<file path="src/rtl/qcu_bus_pkg.sv">
// Shared definitions for the QCU peripheral bus fabric: FSM encoding,
// status window layout and the error response pattern.
package qcu_bus_pkg;

    typedef enum logic [1:0] {
        ST_IDLE,
        ST_ACCESS,
        ST_RESP,
        ST_HOLD
    } state_t;

    localparam logic [15:0] STATUS_PAGE_DEFAULT = 16'h4FFF;

    localparam logic [15:0] STAT_OFF_ERR_COUNT = 16'h0000;
    localparam logic [15:0] STAT_OFF_LAST_ERR  = 16'h0004;
    localparam logic [15:0] STAT_OFF_CONFIG    = 16'h0008;

    localparam logic [31:0] ERR_PATTERN = 32'hDEAD_BEEF;

    function automatic logic [15:0] sat_inc16(input logic [15:0] value);
        return (value == 16'hFFFF) ? value : value + 16'd1;
    endfunction

endpackage

</file>
<file path="src/rtl/qcu_addr_decode.sv">
// Page decoder: maps the upper address half onto a one-hot slot hit,
// the fabric status window, or a miss.
module qcu_addr_decode
    import qcu_bus_pkg::*;
#(
    parameter int          NUM_SLAVES  = 4,
    parameter logic [15:0] BASE_PAGE   = 16'h4000,
    parameter logic [15:0] STATUS_PAGE = STATUS_PAGE_DEFAULT
) (
    input  logic [15:0]            page,
    output logic [NUM_SLAVES-1:0]  hit,
    output logic                   status_hit,
    output logic                   miss
);

    genvar gi;
    generate
        for (gi = 0; gi < NUM_SLAVES; gi++) begin : g_slot
            localparam logic [15:0] SLOT_PAGE = BASE_PAGE + 16'(gi);
            assign hit[gi] = (page == SLOT_PAGE);
        end
    endgenerate

    // A slot page overlapping the status page wins, so hit stays exclusive.
    assign status_hit = (page == STATUS_PAGE) && !(|hit);
    assign miss       = !(|hit) && !status_hit;

endmodule

</file>
<file path="src/rtl/qcu_bus_fabric.sv">
// Single-master peripheral fabric: decodes a master request onto one of
// NUM_SLAVES slots or the status window, with timeout and error tracking.
module qcu_bus_fabric
    import qcu_bus_pkg::*;
#(
    parameter int          NUM_SLAVES     = 4,
    parameter logic [15:0] BASE_PAGE      = 16'h4000,
    parameter logic [15:0] STATUS_PAGE    = STATUS_PAGE_DEFAULT,
    parameter int          TIMEOUT_CYCLES = 16
) (
    input  logic                        clk,
    input  logic                        rst,
    input  logic                        bus_cs,
    input  logic                        bus_we,
    input  logic [31:0]                 bus_addr,
    input  logic [31:0]                 bus_wdata,
    output logic [31:0]                 bus_rdata,
    output logic                        bus_ready,
    output logic                        bus_err,
    output logic [NUM_SLAVES-1:0]       s_cs,
    output logic                        s_we,
    output logic [15:0]                 s_addr,
    output logic [31:0]                 s_wdata,
    input  logic [NUM_SLAVES-1:0][31:0] s_rdata,
    input  logic [NUM_SLAVES-1:0]       s_ready
);

    localparam int              WAIT_W    = $clog2(TIMEOUT_CYCLES + 1);
    localparam logic [WAIT_W-1:0] WAIT_LAST = WAIT_W'(TIMEOUT_CYCLES - 1);
    localparam logic [7:0]      CFG_SLOTS = 8'(NUM_SLAVES);
    localparam logic [7:0]      CFG_TMO   = 8'(TIMEOUT_CYCLES);

    state_t              state_reg;
    logic [31:0]         addr_reg;
    logic                we_reg;
    logic [31:0]         wdata_reg;
    logic [WAIT_W-1:0]   wait_cnt_reg;
    logic [15:0]         err_count_reg;
    logic [31:0]         last_err_addr_reg;

    logic [31:0]           dec_addr;
    logic [NUM_SLAVES-1:0] hit;
    logic                  status_hit;
    logic                  miss;
    logic                  sel_ready;
    logic [31:0]           sel_rdata;
    logic [31:0]           status_rdata;
    logic                  start;
    logic                  timeout;
    logic                  err_evt;
    logic                  clear_evt;

    // In IDLE the live address is decoded so the transition happens on the
    // sampling edge; afterwards the latched copy drives the decoder.
    assign dec_addr = (state_reg == ST_IDLE) ? bus_addr : addr_reg;

    qcu_addr_decode #(
        .NUM_SLAVES  (NUM_SLAVES),
        .BASE_PAGE   (BASE_PAGE),
        .STATUS_PAGE (STATUS_PAGE)
    ) u_decode (
        .page       (dec_addr[31:16]),
        .hit        (hit),
        .status_hit (status_hit),
        .miss       (miss)
    );

    assign s_cs    = (state_reg == ST_ACCESS) ? hit : '0;
    assign s_we    = (state_reg == ST_ACCESS) && we_reg;
    assign s_addr  = addr_reg[15:0];
    assign s_wdata = wdata_reg;

    assign sel_ready = |(s_ready & hit);

    always_comb begin
        sel_rdata = '0;
        for (int i = 0; i < NUM_SLAVES; i++) begin
            if (hit[i]) begin
                sel_rdata = sel_rdata | s_rdata[i];
            end
        end
    end

    always_comb begin
        case (dec_addr[15:0])
            STAT_OFF_ERR_COUNT: status_rdata = {16'h0000, err_count_reg};
            STAT_OFF_LAST_ERR:  status_rdata = last_err_addr_reg;
            STAT_OFF_CONFIG:    status_rdata = {16'h0000, CFG_SLOTS, CFG_TMO};
            default:            status_rdata = 32'h0000_0000;
        endcase
    end

    assign start     = (state_reg == ST_IDLE) && bus_cs;
    assign timeout   = (state_reg == ST_ACCESS) && !sel_ready && (wait_cnt_reg == WAIT_LAST);
    assign err_evt   = (start && miss) || timeout;
    assign clear_evt = start && status_hit && bus_we && (dec_addr[15:0] == STAT_OFF_ERR_COUNT);

    always_ff @(posedge clk or posedge rst) begin
        if (rst) begin
            state_reg         <= ST_IDLE;
            addr_reg          <= '0;
            we_reg            <= 1'b0;
            wdata_reg         <= '0;
            wait_cnt_reg      <= '0;
            err_count_reg     <= '0;
            last_err_addr_reg <= '0;
            bus_rdata         <= '0;
            bus_ready         <= 1'b0;
            bus_err           <= 1'b0;
        end else begin
            bus_ready <= 1'b0;
            bus_err   <= 1'b0;
            case (state_reg)
                ST_IDLE: begin
                    if (bus_cs) begin
                        addr_reg  <= bus_addr;
                        we_reg    <= bus_we;
                        wdata_reg <= bus_wdata;
                        if (|hit) begin
                            state_reg    <= ST_ACCESS;
                            wait_cnt_reg <= '0;
                        end else begin
                            state_reg <= ST_RESP;
                            bus_ready <= 1'b1;
                            bus_err   <= miss;
                            bus_rdata <= miss ? ERR_PATTERN : (bus_we ? 32'h0 : status_rdata);
                        end
                    end
                end
                ST_ACCESS: begin
                    if (sel_ready) begin
                        state_reg <= ST_RESP;
                        bus_ready <= 1'b1;
                        bus_rdata <= we_reg ? 32'h0 : sel_rdata;
                    end else if (timeout) begin
                        state_reg <= ST_RESP;
                        bus_ready <= 1'b1;
                        bus_err   <= 1'b1;
                        bus_rdata <= ERR_PATTERN;
                    end else begin
                        wait_cnt_reg <= wait_cnt_reg + 1'b1;
                    end
                end
                ST_RESP: begin
                    state_reg <= ST_HOLD;
                end
                ST_HOLD: begin
                    if (!bus_cs) begin
                        state_reg <= ST_IDLE;
                    end
                end
                default: state_reg <= ST_IDLE;
            endcase

            // Clearing the error log outranks a simultaneous error.
            if (clear_evt) begin
                err_count_reg     <= '0;
                last_err_addr_reg <= '0;
            end else if (err_evt) begin
                err_count_reg     <= sat_inc16(err_count_reg);
                last_err_addr_reg <= dec_addr;
            end
        end
    end

endmodule

</file>
<file path="config.mk">
export PLATFORM = sky130hd
export DESIGN_NAME = qcu_bus_fabric
export DESIGN_NICKNAME = d
export VERILOG_FILES = /design/src/rtl/qcu_bus_pkg.sv /design/src/rtl/qcu_addr_decode.sv /design/src/rtl/qcu_bus_fabric.sv
export SDC_FILE = /design/constraint.sdc
export NUM_CORES = 1
export LEC_CHECK = 0
export BUFFER_PORTS_ARGS = -buffer_cell sky130_fd_sc_hd__buf_2
export CAP_MARGIN = 20
export CORE_AREA = 2 2 192 194
export DETAILED_ROUTE_END_ITERATION = 12
export DIE_AREA = 0 0 194 196
export PLACE_DENSITY = 0.51
export SYNTH_ARGS = -nofsm -noshare
export SYNTH_HDL_FRONTEND = slang
export SYNTH_SLANG_ARGS = --single-unit
export TNS_END_PERCENT = 5
</file>
<file path="constraint.sdc">
create_clock -name clk -period 4.4 [get_ports clk]
set_input_delay 0.66 -clock clk [delete_from_list [all_inputs] [get_ports clk]]
set_output_delay 0.66 -clock clk [all_outputs]
set_load 0.005 [all_outputs]
</file>
Word-level counts from Yosys, hierarchy flattened
Index checks and enable logic that the tools add are counted.
W data, S select, Z words.
Operators by class
  add/subtract/negate cells: 2
  eq/ne operators: 20
  reduce and logical (&&, ||, !) cells: 25
  bitwise logic cells: 4
  muxes and demuxes: 40
Operators with widths (number)
  $mux W32: 14
  $or A32 B32 Y32: 3
  $pmux W32 S3: 1
  $eq A16 B15 Y1 const B: 5
  $pmux W32 S2: 1
  $mux W16: 3
  $mux W5: 4
  $add A16 B1 Y16 const B: 1
  $eq A16 B16 Y1 const B: 1
  $eq A16 B3 Y1 const B: 1
  $eq A16 B4 Y1 const B: 1
  $logic_not A16 Y1: 1
  $ne A2 B2 Y1 const B: 6
  $logic_and A1 B1 Y1: 10
  $mux W2: 5
  $pmux W5 S2: 1
  $pmux W2 S4: 1
  $reduce_or A4 Y1: 2
  $mux W1: 7
  $add A5 B1 Y5 const B: 1
  $eq A5 B4 Y1 const B: 1
  $reduce_and A5 Y1: 1
  $and A4 B4 Y4: 1
  $eq A2 B2 Y1 const B: 2
  12 further kinds: 17
Storage, ports and cells
  word-level logic and storage cells: 101
  bits of input ports: 200
  flip-flop bits (word level): 154

Longest topological paths before layout
Gate-level depths: netlist of the first run.
  depth in word-level cells: 13
  depth in mapped cells: 13

Hierarchy
A second synthesis of the first run with hierarchy kept.
Second synthesis, totals
  cells, all modules: 786
  area, all modules: 8308.0 µm²
Modules (own cells, without submodules)
  qcu_bus_fabric: instances 1, cells an instance 769, area each 8164.1 µm²
  qcu_addr_decode: instances 1, cells an instance 17, area each 143.9 µm²

Least setup slack after synthesis of the first run
OpenSTA, ideal clock, no wires.
  kind: flip-flop to flip-flop
  start: register state_reg[0]
  end: register bus_rdata[8]
  path buffers: 2
  required time: 4.273 ns
  arrival time: 2.838 ns
  cell stages (with the launch flop): 11
  setup slack: 1.435 ns
  period minus slack after synthesis: 2.965 ns
  cells stage by stage: dfrtp_1 > inv_1 > ha_1 > buf_6 > or4b_4 > o22a_1 > a211oi_4 > a21oi_2 > o31ai_4 > buf_6 > mux2_1
On the way
  word-level cells in the longest chain between the ends: 13
RTL lines
  from (decl): RTL line qcu_bus_fabric.sv:33  | state_t state_reg;
  from (signal assigned): RTL line qcu_bus_fabric.sv:100  | state_reg <= ST_IDLE;
  from (signal assigned): RTL line qcu_bus_fabric.sv:120  | state_reg <= ST_ACCESS;
  from (signal assigned): RTL line qcu_bus_fabric.sv:123  | state_reg <= ST_RESP;
  $logic_not A2 Y1: RTL line qcu_bus_fabric.sv:55, qcu_bus_fabric.sv:113
  $mux W32: RTL line qcu_bus_fabric.sv:55  | assign dec_addr = (state_reg == ST_IDLE) ? bus_addr : addr_reg;
  $eq A16 B15 Y1: RTL line qcu_addr_decode.sv:20  | assign hit[gi] = (page == SLOT_PAGE);
  $mux W32: RTL line qcu_bus_fabric.sv:78  | if (hit[i]) begin
  $or A32 B32 Y32: RTL line qcu_bus_fabric.sv:79  | sel_rdata = sel_rdata | s_rdata[i];
  $mux W32: RTL line qcu_bus_fabric.sv:78
  $or A32 B32 Y32: RTL line qcu_bus_fabric.sv:79
  $mux W32: RTL line qcu_bus_fabric.sv:78
  $or A32 B32 Y32: RTL line qcu_bus_fabric.sv:79
  $mux W32: RTL line qcu_bus_fabric.sv:78
  $mux W32: RTL line qcu_bus_fabric.sv:134  | bus_rdata <= we_reg ? 32'h0 : sel_rdata;
  $mux W32: RTL line qcu_bus_fabric.sv:131  | if (sel_ready) begin
  $pmux W32 S2: RTL line qcu_bus_fabric.sv:113  | case (state_reg)
  to (signal assigned): RTL line qcu_bus_fabric.sv:126  | bus_rdata <= miss ? ERR_PATTERN : (bus_we ? 32'h0 : status_rdata);
  to (signal assigned): RTL line qcu_bus_fabric.sv:134
  to (decl): RTL line qcu_bus_fabric.sv:17  | output logic [31:0] bus_rdata,
Parallel ways exist; a longest one is shown, timed or not. The select of a mux whose other input is x is not followed.
A chain may end at the register's enable or synchronous reset.

Final worst setup path of the first run
  start: register state_reg[1]
  end: output s_cs[1]
On the way
  word-level cells in the longest chain between the ends: 4
RTL lines
  $logic_not A2 Y1: RTL line qcu_bus_fabric.sv:55
  $mux W32: RTL line qcu_bus_fabric.sv:55
  $eq A16 B15 Y1: RTL line qcu_addr_decode.sv:20
  $mux W4 *: RTL line qcu_bus_fabric.sv:68  | assign s_cs = (state_reg == ST_ACCESS) ? hit : '0;
  to (decl): RTL line qcu_bus_fabric.sv:20  | output logic [NUM_SLAVES-1:0] s_cs,
Mark *: on every way between the ends. The rest lies on a longest branch, timed or not.

==> results of run 1 <==
## synthesized netlist by cell type (all sizes together), types with 2 or more instances
master and count:
a222oi 22, mux2i 59, nand3b 3, a31oi 3, a21oi 25, o311ai 2
o21a 2, nand4 11, a31o 2, nand2 215, a221o 2, nand2b 5
ha 7, o22ai 3, nor3 7, inv 27, o21ai 16, o211ai 6
nor4 8, a211oi 32, and3b 2, dfrtp 154, nor2b 4, o32ai 8
nor2 49, a22oi 4, or4b 2, mux2 13, or4 12, and2 8
o22a 2, a2bb2oi 12, nand3 15, mux4 21, clkbuf 36, and3 10
a221oi 11, o31ai 11, buf 41
## worst max path at each step
stage                                  start                        end  cells past startpoint
finish              state_reg[1]$_DFFE_PP0P_                    s_cs[1]                      8
global placement    state_reg[0]$_DFFE_PP0P_  bus_rdata[23]$_DFFE_PP0P_                     10
CTS                 state_reg[1]$_DFFE_PP0P_                    s_cs[1]                      8
detailed placement  state_reg[0]$_DFFE_PP0P_  bus_rdata[18]$_DFFE_PP0P_                     10
global route        state_reg[0]$_DFFE_PP0P_                    s_cs[1]                      8
floorplan           state_reg[0]$_DFFE_PP0P_   bus_rdata[8]$_DFFE_PP0P_                     10
## metrics by stage
step	worst slack, ns	area, sq um	util [%]	total power (uW)
5_1_grt	0.4323	10980	30.43	7271
3_3_place_gp	0.8675	10410	28.84	5316
2_1_floorplan	1.435	8559	-	4301
4_1_cts	0.5598	10980	30.42	6852
3_5_place_dp	0.7377	10410	28.84	5363
6_report	0.5644	10990	30.45	6776
## critical path: stages (launching register included)
cell and delay (ns):
dfrtp_1 0.42, inv_1 0.09, ha_2 0.32, buf_4 0.26
or4_1 0.57, o22a_1 0.29, a211oi_4 0.38, and3_1 0.27
buf_2 0.13
## layout by cell type, fill, tap and decap left out, types with 21 or more instances in the layout
master	Yosys	layout
buf_2	16	286
a211oi_1	31	31
inv_1	26	25
a222oi_1	22	22
nand2_1	215	214
nor2_1	49	49
mux2i_1	58	57
mux4_2	21	21
a21oi_1	24	24
buf_4	17	22
dfrtp_1	154	154
## final cells by class
type | instances | area (sq um) | share of cell area [%]
diodes | 5 | 12.51 | 0.1139
clock buffers | 20 | 456.7 | 4.156
clock inverters | 12 | 115.1 | 1.047
inverters | 27 | 105.1 | 0.9564
multi-input cells | 625 | 4244 | 38.62
flip-flops and latches | 154 | 3854 | 35.07
well taps | 468 | 585.6 | 5.328
repair buffers | 309 | 1617 | 14.71
## layer usage
metal  up-vias  routed length (um)  GRT usage [%]
li1       3727                   -              -
met1      3762               13270          20.80
met5         -                  28              0
met2       281               14370          25.65
met4         6                 627          4.714
met3        37                2188          4.263
## power by group through the flow
stage | sequential, uW | clock (uW) | combinational, uW
floorplan | 2310 | 0 | 1990
global placement | 2450 | 0 | 2870
detailed placement | 2450 | 0 | 2910
CTS | 2440 | 1490 | 2920
global route | 2520 | 1550 | 3200
finish | 2440 | 1450 | 2880
## logic make-up (layout without fill, tap and decap cells)
kind of cell / after synthesis / after routing / synth area share, %
DFF: 154 / 154 / 45.04
other: 0 / 5 / 0
muxes: 93 / 93 / 14.19
adders and majority gates: 7 / 7 / 1.024
buffers and inverters: 104 / 368 / 5.806
AOI/OAI and AO/OA: 168 / 168 / 15.33
and+or+nand+nor: 357 / 357 / 18.62
==> impl_metrics.toml, run 1 <==
[yosys]
ys_ff_latch = 154
yosysUniqueCellTypes = 62
synth_nets = 1090
synthTopCellsByArea = "dfrtp_1 (45%), nand2_1 (9.4%), mux2i_1 (6.8%)"
syn_area_sq_mm = 0.008556
synthArstFlopShare_pct = 100.0
synth_top_cell_by_area = "dfrtp_1"
yosys_warnings = 0
ys_seq_area_share_pct = 45.04
synth_ff_type = "dfrtp_1"
synth_edf_count = 0
postSynthCellCount = 883
synth_top_area_share_pct = 45.04
syn_area_per_cell_sq_um = 9.689

[clock_tree]
holdBufCountCts = 0
cts.sinks = 154
clockBufferDepth = 2
insertion_delay_ns = 0.44
cts_root_buf = "clkbuf_16"
htreeDepth = 4
path_clk_slew_ns = 0.07
cts_tree = "yes"
cts_buffers = 17
cts_setup_buffers = 0
cts_resized = 0

[global_routing]
gr-usage-all-layers_pct = 15.87
antenna_found_initial = 8
grt_pass1_vias = 7689
overflow = 0
grt_max_degree = 110
grt_pass1_wl_mm = 46.52

[floorplan]
die_height_um = 196
die-area_sq_mm = 0.03802
num_io_pins = 287
coreArea_sq_mm = 0.03608
start_util_pct = 23.71
row_count = 70
die_w_um = 194

[timing]
slew_headroom_pct = 28.99
whs_ns = 0.3558
slew_viol_final = 0
finClkSkew_ns = 0.01488
rsz0062_at_grt = "false"
finalCriticalPeriod_ns = 3.836
tightest_slew_ns = 1.060
fin_crit_sh_pct = 87.17
tns_ns = 0
hold_viol = 0
setup_viol = 0
max_freq_mhz = 260.7

[final_layout]
drive_gt1_share_pct = 33.65
n_fill_cell = 3835
finalNonFillerCells = 1620
area.growth.synth_to_final_pct = 28.44
fin_nets = 1341

[drt]
ant_nets = 0
drt_wl_total_mm = 30.48
vias = 7813
drc_errors = 0
dr.pass1.iters = 7
viasPerCell = 4.823
avgRoutedWirePerCell_um = 18.82
drt_iter0_drc = 614

[min_path]
hp-class = "in -> async"

[power]
swShare_pct = 40.67
p_per_area_mw_per_mm2 = 616.6
leakagePower_uw = 0.005185
combPwrFrac_pct = 42.5
p_int_uw = 4020
ir_worst_vdd_mv = 0.2443
power.switching_uw = 2756
power_frac_seq_pct = 36.0
power_frac_clock_pct = 21.5

[worst_setup_path]
end_kind = "output pin"
start_kind = "flip-flop"
rr_endpoint = "bus_rdata[18]$_DFFE_PP0P_"
worstSetupPathType = "reg -> out"
crit_arrival_ns = 3.18
r2r-start = "state_reg[1]$_DFFE_PP0P_"
required_ns = 3.74
reg2reg_depth = 10
cp_max_fo = 18
rrSetupSlack_ns = 0.70

[placed_design]
portBuffers = 286
gp_congestion = 0.8879
dp_hpwl_mm = 22.67
post-place-cells = 1583

[status]
status = "finished, final reports clean"

[job]
maxCapViolations = 0
(Power assumes the default switching activity.)
==> run 2: changes to the inputs <==
Settings changed: CORE_AREA 2 2 192 194 to 2 2 172 217, DIE_AREA 0 0 194 196 to 0 0 174 219.
==> impl_metrics.toml, run 2 (synthesized netlist as in run 1, its figures left out) <==
[worst_setup_path]
critPathTopFamily = "buffers and inverters"
worstSetupPathDepth = 11
crit_path_max_incr_delay_ns = 0.53
rrSetupSlack_ns = 0.67
slowest_stage = "ha_2"
end_kind = "flip-flop"
worstSetupPathType = "reg -> reg"
crit_buf_inv = 4
crit_end = "bus_rdata[31]$_DFFE_PP0P_"
crit_top_cell = "buf_4"
worstPathCellList = "inv_1 > ha_2 > buf_4 > buf_4 > nor4b_1 > nand4_1 > a211o_1 > nor3_2 > buf_4 > a222oi_1 > mux2i_1"
cp_max_fo = 24
crit_arrival_ns = 4.08
start_kind = "flip-flop"
reg2reg_depth = 11
r2r-start = "state_reg[0]$_DFFE_PP0P_"
startpoint = "state_reg[0]$_DFFE_PP0P_"
required_ns = 4.75
rr_endpoint = "bus_rdata[31]$_DFFE_PP0P_"

[clock_tree]
path_clk_slew_ns = 0.06
clockBufferDepth = 2
cts_tree = "yes"
holdBufCountCts = 0
cts_resized = 0
cts_root_buf = "clkbuf_16"
cts.sinks = 154
insertion_delay_ns = 0.43
htreeDepth = 4
cts_buffers = 17
cts_setup_buffers = 0

[timing]
whs_ns = 0.2092
tns_ns = 0
rsz0062_at_grt = "false"
fin_crit_sh_pct = 84.88
hold_viol = 0
finClkSkew_ns = 0.007767
slew_headroom_pct = 30.23
finalCriticalPeriod_ns = 3.735
setup_viol = 0
tightest_slew_ns = 1.042
slew_viol_final = 0
max_freq_mhz = 267.8

[global_routing]
grt_pass1_wl_mm = 44.61
overflow = 0
grt_pass1_vias = 7625
gr-usage-all-layers_pct = 15.19
grt_max_degree = 143
antenna_found_initial = 6

[floorplan]
coreArea_sq_mm = 0.03591
die_w_um = 174
die-area_sq_mm = 0.03811
die_height_um = 219
num_io_pins = 287
start_util_pct = 23.82
row_count = 78

[job]
maxCapViolations = 0

[drt]
drt_iter0_drc = 458
ant_nets = 0
avgRoutedWirePerCell_um = 18.03
drt_wl_total_mm = 29.34
drc_errors = 0
viasPerCell = 4.713
dr.pass1.iters = 6
vias = 7668

[placed_design]
gp_congestion = 0.8555
portBuffers = 286
post-place-cells = 1592
dp_hpwl_mm = 22.17
post_dp_cell_area_sq_mm = 0.01041

[final_layout]
final_common_cell = "buf_2"
fin_nets = 1338
finalNonFillerCells = 1627
area.growth.synth_to_final_pct = 28.39
final_core_util_pct = 30.58
final_cell_mix = "buf_2 (286), nand2_1 (214), dfrtp_1 (154), mux2i_1 (57), nor2_1 (49)"
drive_gt1_share_pct = 33.57
fin_area_sq_mm = 0.01098

[status]
status = "finished, final reports clean"

[power]
ir_worst_vdd_mv = 0.2867
p_per_area_mw_per_mm2 = 610.0
leakagePower_uw = 0.005176

[min_path]
hp-class = "in -> async"
## run 2: cell type report
cell class	instances	area [sq um]
clock buffers	17	425.4
repair buffers	306	1607
well taps	480	600.6
fillers	3881	24930
multi-input cells	625	4244
clock inverters	15	141.4
flip-flops and latches	154	3854
inverters	27	105.1
diodes	3	7.507
## run 2: power breakdown
group	total, uW	switching [uW]	internal [uW]	leakage [uW]
logic	2810	1580	1230	0.00310
clock network	1440	649	790	0.000277
registers	2450	482	1970	0.00180
total	6700	2710	3990	0.00518
## run 2: stage by stage
| stage | power (uW) | worst slack (ns) |
|---|---|---|
| 2_1_floorplan | 4301 | 1.435 |
| 3_3_place_gp | 5278 | 0.7333 |
| 3_5_place_dp | 5317 | 0.6584 |
| 4_1_cts | 6792 | 0.6358 |
| 5_1_grt | 7196 | 0.3193 |
| 6_report | 6700 | 0.6653 |
## run 2: worst min path at each step
stage | start | to | cells after the start
after floorplan | addr_reg[30]$_DFFE_PP0P_ | addr_reg[30]$_DFFE_PP0P_ | 2
after global placement | s_wdata[25]$_DFFE_PP0P_ | s_wdata[25]$_DFFE_PP0P_ | 2
after detailed placement | s_wdata[21]$_DFFE_PP0P_ | s_wdata[21]$_DFFE_PP0P_ | 2
after CTS | rst | s_wdata[6]$_DFFE_PP0P_ | 2
after global routing | rst | s_wdata[1]$_DFFE_PP0P_ | 2
final | rst | bus_rdata[22]$_DFFE_PP0P_ | 2
## run 2: metal layers
layer | global-route usage [%] | share of wire [%]
met1 | 18.07 | 41
met2 | 26.02 | 50
met3 | 3.950 | 5.6
met4 | 6.387 | 3.2
met5 | 0 | 0.11
